**config.mk**
```make
export PLATFORM = sky130hd
export DESIGN_NAME = csr_req_arbiter
export DESIGN_NICKNAME = d
export VERILOG_FILES = /design/src/rtl/csr_req_arbiter.sv
export SDC_FILE = /design/constraint.sdc
export NUM_CORES = 1
export LEC_CHECK = 0
export CAP_MARGIN = 15
export CORE_MARGIN = 2
export CORE_UTILIZATION = 30
export DETAILED_ROUTE_END_ITERATION = 10
export GPL_ROUTABILITY_DRIVEN = 1
export PLACE_DENSITY = 0.69
export SLEW_MARGIN = 10
export SYNTH_ARGS = -nofsm -noshare
export SYNTH_HDL_FRONTEND = slang
export SYNTH_SLANG_ARGS = --single-unit
```
**constraint.sdc**
```tcl
create_clock -name clk_i -period 4.7 [get_ports clk_i]
set_input_delay 0.94 -clock clk_i [delete_from_list [all_inputs] [get_ports clk_i]]
set_output_delay 0.94 -clock clk_i [all_outputs]
set_load 0.005 [all_outputs]
```
**src/rtl/csr_req_arbiter.sv**
```systemverilog
// Round-robin arbiter sharing one CSR request/response port among NumReq requesters.
// One transaction in flight; request and response paths are both registered.
module csr_req_arbiter #(
    parameter int unsigned NumReq       = 2,
    parameter int unsigned AddrWidth    = 5,
    parameter int unsigned RegDataWidth = 32,
    localparam int unsigned ReqIdxWidth = (NumReq > 1) ? $clog2(NumReq) : 1
) (
    input  logic                                 clk_i,
    input  logic                                 rst_i,
    input  logic [NumReq-1:0][AddrWidth-1:0]     req_addr_i,
    input  logic [NumReq-1:0][RegDataWidth-1:0]  req_wr_data_i,
    input  logic [NumReq-1:0]                    req_wr_en_i,
    input  logic [NumReq-1:0]                    req_valid_i,
    output logic [NumReq-1:0]                    req_ready_o,
    output logic [NumReq-1:0][RegDataWidth-1:0]  rsp_data_o,
    output logic [NumReq-1:0]                    rsp_valid_o,
    input  logic [NumReq-1:0]                    rsp_ready_i,
    output logic [AddrWidth-1:0]                 csr_addr_o,
    output logic [RegDataWidth-1:0]              csr_wr_data_o,
    output logic                                 csr_wr_en_o,
    output logic                                 csr_req_valid_o,
    input  logic                                 csr_req_ready_i,
    input  logic [RegDataWidth-1:0]              csr_rd_data_i,
    input  logic                                 csr_rsp_valid_i,
    output logic                                 csr_rsp_ready_o,
    output logic                                 busy_o,
    output logic [ReqIdxWidth-1:0]               owner_o
);

    typedef enum logic [1:0] {
        IDLE     = 2'd0,
        ISSUE    = 2'd1,
        WAIT_RSP = 2'd2,
        RESP     = 2'd3
    } state_e;

    state_e                   state;
    logic [ReqIdxWidth-1:0]   rr_ptr;
    logic [ReqIdxWidth-1:0]   owner_q;
    logic [AddrWidth-1:0]     addr_q;
    logic [RegDataWidth-1:0]  wr_data_q;
    logic                     wr_en_q;
    logic [RegDataWidth-1:0]  rd_data_q;
    logic                     csr_req_valid_q;
    logic                     csr_rsp_ready_q;
    logic [NumReq-1:0]        rsp_valid_q;
    logic                     busy_q;

    logic                     grant_valid;
    logic [ReqIdxWidth-1:0]   grant_idx;
    logic [ReqIdxWidth-1:0]   grant_next_ptr;

    // Round-robin scan starting at rr_ptr, wrapping modulo NumReq.
    always_comb begin
        int unsigned cand;
        logic [ReqIdxWidth-1:0] cand_idx;
        cand        = 0;
        cand_idx    = '0;
        grant_valid = 1'b0;
        grant_idx   = '0;
        for (int unsigned k = 0; k < NumReq; k++) begin
            cand = 32'(rr_ptr) + k;
            if (cand >= NumReq) begin
                cand = cand - NumReq;
            end
            cand_idx = ReqIdxWidth'(cand);
            if (!grant_valid && req_valid_i[cand_idx]) begin
                grant_valid = 1'b1;
                grant_idx   = cand_idx;
            end
        end
    end

    assign grant_next_ptr = (grant_idx == ReqIdxWidth'(NumReq - 1)) ? '0
                                                                   : grant_idx + ReqIdxWidth'(1);

    // Grant is combinational and only offered in IDLE outside reset.
    always_comb begin
        req_ready_o = '0;
        if (state == IDLE && !rst_i && grant_valid) begin
            req_ready_o[grant_idx] = 1'b1;
        end
    end

    always_ff @(posedge clk_i) begin
        if (rst_i) begin
            state           <= IDLE;
            rr_ptr          <= '0;
            owner_q         <= '0;
            addr_q          <= '0;
            wr_data_q       <= '0;
            wr_en_q         <= 1'b0;
            rd_data_q       <= '0;
            csr_req_valid_q <= 1'b0;
            csr_rsp_ready_q <= 1'b0;
            rsp_valid_q     <= '0;
            busy_q          <= 1'b0;
        end else begin
            case (state)
                IDLE: begin
                    if (grant_valid) begin
                        addr_q          <= req_addr_i[grant_idx];
                        wr_data_q       <= req_wr_data_i[grant_idx];
                        wr_en_q         <= req_wr_en_i[grant_idx];
                        owner_q         <= grant_idx;
                        rr_ptr          <= grant_next_ptr;
                        csr_req_valid_q <= 1'b1;
                        busy_q          <= 1'b1;
                        state           <= ISSUE;
                    end
                end
                ISSUE: begin
                    if (csr_req_ready_i) begin
                        csr_req_valid_q <= 1'b0;
                        if (wr_en_q) begin
                            busy_q <= 1'b0;
                            state  <= IDLE;
                        end else begin
                            csr_rsp_ready_q <= 1'b1;
                            state           <= WAIT_RSP;
                        end
                    end
                end
                WAIT_RSP: begin
                    if (csr_rsp_valid_i) begin
                        rd_data_q       <= csr_rd_data_i;
                        csr_rsp_ready_q <= 1'b0;
                        rsp_valid_q     <= NumReq'(1) << owner_q;
                        state           <= RESP;
                    end
                end
                RESP: begin
                    // Only the owner lane's ready completes the response.
                    if (rsp_ready_i[owner_q]) begin
                        rsp_valid_q <= '0;
                        busy_q      <= 1'b0;
                        state       <= IDLE;
                    end
                end
                default: begin
                    state <= IDLE;
                end
            endcase
        end
    end

    assign rsp_data_o      = {NumReq{rd_data_q}};
    assign rsp_valid_o     = rsp_valid_q;
    assign csr_addr_o      = addr_q;
    assign csr_wr_data_o   = wr_data_q;
    assign csr_wr_en_o     = wr_en_q;
    assign csr_req_valid_o = csr_req_valid_q;
    assign csr_rsp_ready_o = csr_rsp_ready_q;
    assign busy_o          = busy_q;
    assign owner_o         = owner_q;

endmodule

```
==> flow_metrics.env <==
export IMPL_via_count=3488
export IMPL_nFillCells=1011
export IMPL_cpLargestDelayFamily="buffers and inverters"
export IMPL_critical_path_cell_chain="clkdlybuf4s50_1, or3_1, a211oi_4, clkdlybuf4s50_1"
export IMPL_power_uw=1810
export IMPL_grt_setup_unrepaired="false"
export IMPL_final_nets=690
export IMPL_slew_violations=0
export IMPL_clock_sinks=79
export IMPL_grt_pass1_vias=3231
export IMPL_critPathKind="input port to output pin"
export IMPL_ys_types=30
export IMPL_syn_area_um2=3390
export IMPL_layout_min_cycle_time_ns=3.86
export IMPL_clk_pin_slew_ns=0.06
export IMPL_hold_violations=0
export IMPL_dpl_cell_count=703
export IMPL_clockBufferDepth=2
export IMPL_hpwl_um=7850
export IMPL_synth_most_common_cell="nand2_1"
export IMPL_port_buffer_count=225
export IMPL_die_w_um=110
export IMPL_ys_ff_latch=79
export IMPL_die_h_um=110
export IMPL_yosys_area_top_type="dfxtp_1"
export IMPL_regArea_um2=1580
export IMPL_diodes=0
export IMPL_vias_per_cell=4.85
export IMPL_dieArea_um2=12200
export IMPL_critical_path_buf_inv_count=2
export IMPL_globalRouteOverflowTotal=0
export IMPL_slowest_stage="or3_1"
export IMPL_h_tree_depth=3
export IMPL_tritoncts="built"
export IMPL_wl_um=10700
export IMPL_multi_input_area_um2=1390
export IMPL_first_iter_violations=187
export IMPL_worst_slew_pin_slew_ns=1.06
export IMPL_synth_top_area_share_pct=46.6
export IMPL_fin_cells=719
export IMPL_drc=0
export IMPL_p_per_area_nw_per_um2=313
export IMPL_finClkSkew_ns=0.00685
export IMPL_synthTopCellsByCount="nand2_1, dfxtp_1, a221o_1"
export IMPL_yosys_top_cells_area="dfxtp_1, nand2_1, a221o_1"
export IMPL_worstSetupEndpointType="output pin"
export IMPL_syn_avg_cell_area_um2=8.50
export IMPL_min_path_type="flip-flop to flip-flop"
export IMPL_cap_violations=0
export IMPL_synth_nets=515
export IMPL_cts_buffers=9
export IMPL_syn_to_final_growth_pct=70.0
export IMPL_rows=38
export IMPL_max_freq_ghz=0.259
export IMPL_worstPathArrival_ns=2.92
export IMPL_setup_tns_final_ns=0
export IMPL_crit_top_cell="clkdlybuf4s50_1"
export IMPL_fp_coreArea_um2=10900
export IMPL_ant_nets=0
export IMPL_finalSetupViolations=0
export IMPL_place_congestion=0.742
export IMPL_synth_warnings=0
export IMPL_cts_hold_buf=0
export IMPL_synth_edf_count=0
export IMPL_max_stage_delay_ns=0.61
export IMPL_ys_flop_type="dfxtp_1"
export IMPL_required_ns=3.76
export IMPL_drtPass1Iterations=4
export IMPL_clockRootBuffer="clkbuf_16"
export IMPL_status="completed"
export IMPL_insertion_delay_ns=0.32
export IMPL_antenna_found_initial=0
export IMPL_wl_per_cell_um=14.8
export IMPL_netlist_instances=399
export IMPL_ir_drop_uv=209
export IMPL_drive_above_1_share_pct=4.84
export IMPL_ys_seq_area_share_pct=46.6
export IMPL_slew_headroom_pct=29.0
export IMPL_initial_core_util_pct=31.0
export IMPL_grt_start_max_net_pins=43
export IMPL_ctsResizeCount=0
export IMPL_ios=226
export IMPL_grt_pass1_wl_um=15900
export IMPL_ys_async_sr_fraction_pct=0
export IMPL_crit_path_start_kind="input port"
export IMPL_leakage_uw=0.00207
export IMPL_gr_usage_all_layers_pct=17.0
export IMPL_period_share_pct=82.0
export IMPL_path_max_fanout=15
export IMPL_cts_setup_buffers=0
per-layer routing:
| metal | GRT usage, % | vias up | wire length (µm) |
|---|---|---|---|
| li1 | - | 1712 | - |
| met1 | 19.2 | 1588 | 4200 |
| met2 | 29.2 | 183 | 5050 |
| met3 | 7.35 | 5 | 1320 |
| met4 | 4.55 | 0 | 82 |
| met5 | 0 | - | 0 |
logic make-up after synthesis:
kind of cell	Yosys count	synth area share, %
AND/OR/NAND/NOR	159	20.3
AO/OA/AOI/OAI	89	20.0
flip-flops	79	46.6
buffers and inverters	71	12.7
multiplexers	1	0.295
per-stage QoR:
step                hold slack [ns]  instance area (µm²)  setup WS, ns  util [%]
detailed placement            0.452                 5470         0.853      50.0
global placement              0.450                 5450         0.855      49.9
finish                        0.458                 5770         0.844      52.7
global route                  0.493                 5770         0.773      52.7
floorplan                     0.450                 3390          1.89         -
CTS                           0.462                 5760         0.830      52.7
flip-flops by register name, indices dropped and copies added (netlist names), named ones only:
| name | count |
|---|---|
| csr_wr_data_o | 32 |
| rd_data_q | 32 |
| csr_addr_o | 5 |
| rsp_valid_o | 2 |
| busy_o | 1 |
| csr_req_valid_o | 1 |
| csr_rsp_ready_o | 1 |
| csr_wr_en_o | 1 |
| owner_o | 1 |
| rr_ptr | 1 |
| state | 1 |
cells in the final DEF, fill, tap and decap left out, drive strengths merged:
master and n:
nor3b 1, nand2 105, inv 4, or2 1
and3 1, a31oi 2, nand3b 2, o21ai 3
nor3 38, mux2i 1, nor2 2, a221o 39
clkdlybuf4s50 225, clkbuf 9, o2bb2ai 1, buf 6
nor2b 5, and3b 1, a21o 2, clkinvlp 1
nand3 1, a21oi 37, o311ai 1, o32ai 1
clkinv 5, bufinv 1, or3 1, a211oi 3
nand2b 1, dfxtp 79
power by group:
| part | switching (µW) | internal [µW] |
|---|---|---|
| clock | 275 | 412 |
| combinational | 133 | 227 |
| sequential | 37.6 | 721 |
worst reg2reg max path, stage by stage (launching register included):
cell      delay, ns
dfxtp_1        0.42
or3_1          0.70
a211oi_4       0.33
buf_4          0.42
a221o_1        0.24
cell type report:
| type | count | share of cell area, % |
|---|---|---|
| Clock buffer | 9 | 3.91 |
| Clock inverter | 7 | 1.28 |
| Inverter | 4 | 0.260 |
| Multi-Input combinational cell | 249 | 24.2 |
| Sequential cell | 79 | 27.4 |
| Tap cell | 140 | 3.04 |
| Timing Repair Buffer | 231 | 39.9 |
path summary, 6_finish.rpt:
kind / start / end / slack, ns / cells after the start
setup / recovery: rst_i / req_ready_o[0] / 0.84 / 4
hold / removal: csr_rsp_ready_o / csr_rsp_ready_o / 0.46 / 2
setup reg to reg: state[0] / csr_wr_data_o[21] / 2.53 / 4
hold reg to reg: csr_rsp_ready_o / csr_rsp_ready_o / 0.46 / 2
(Power assumes the default switching activity.)
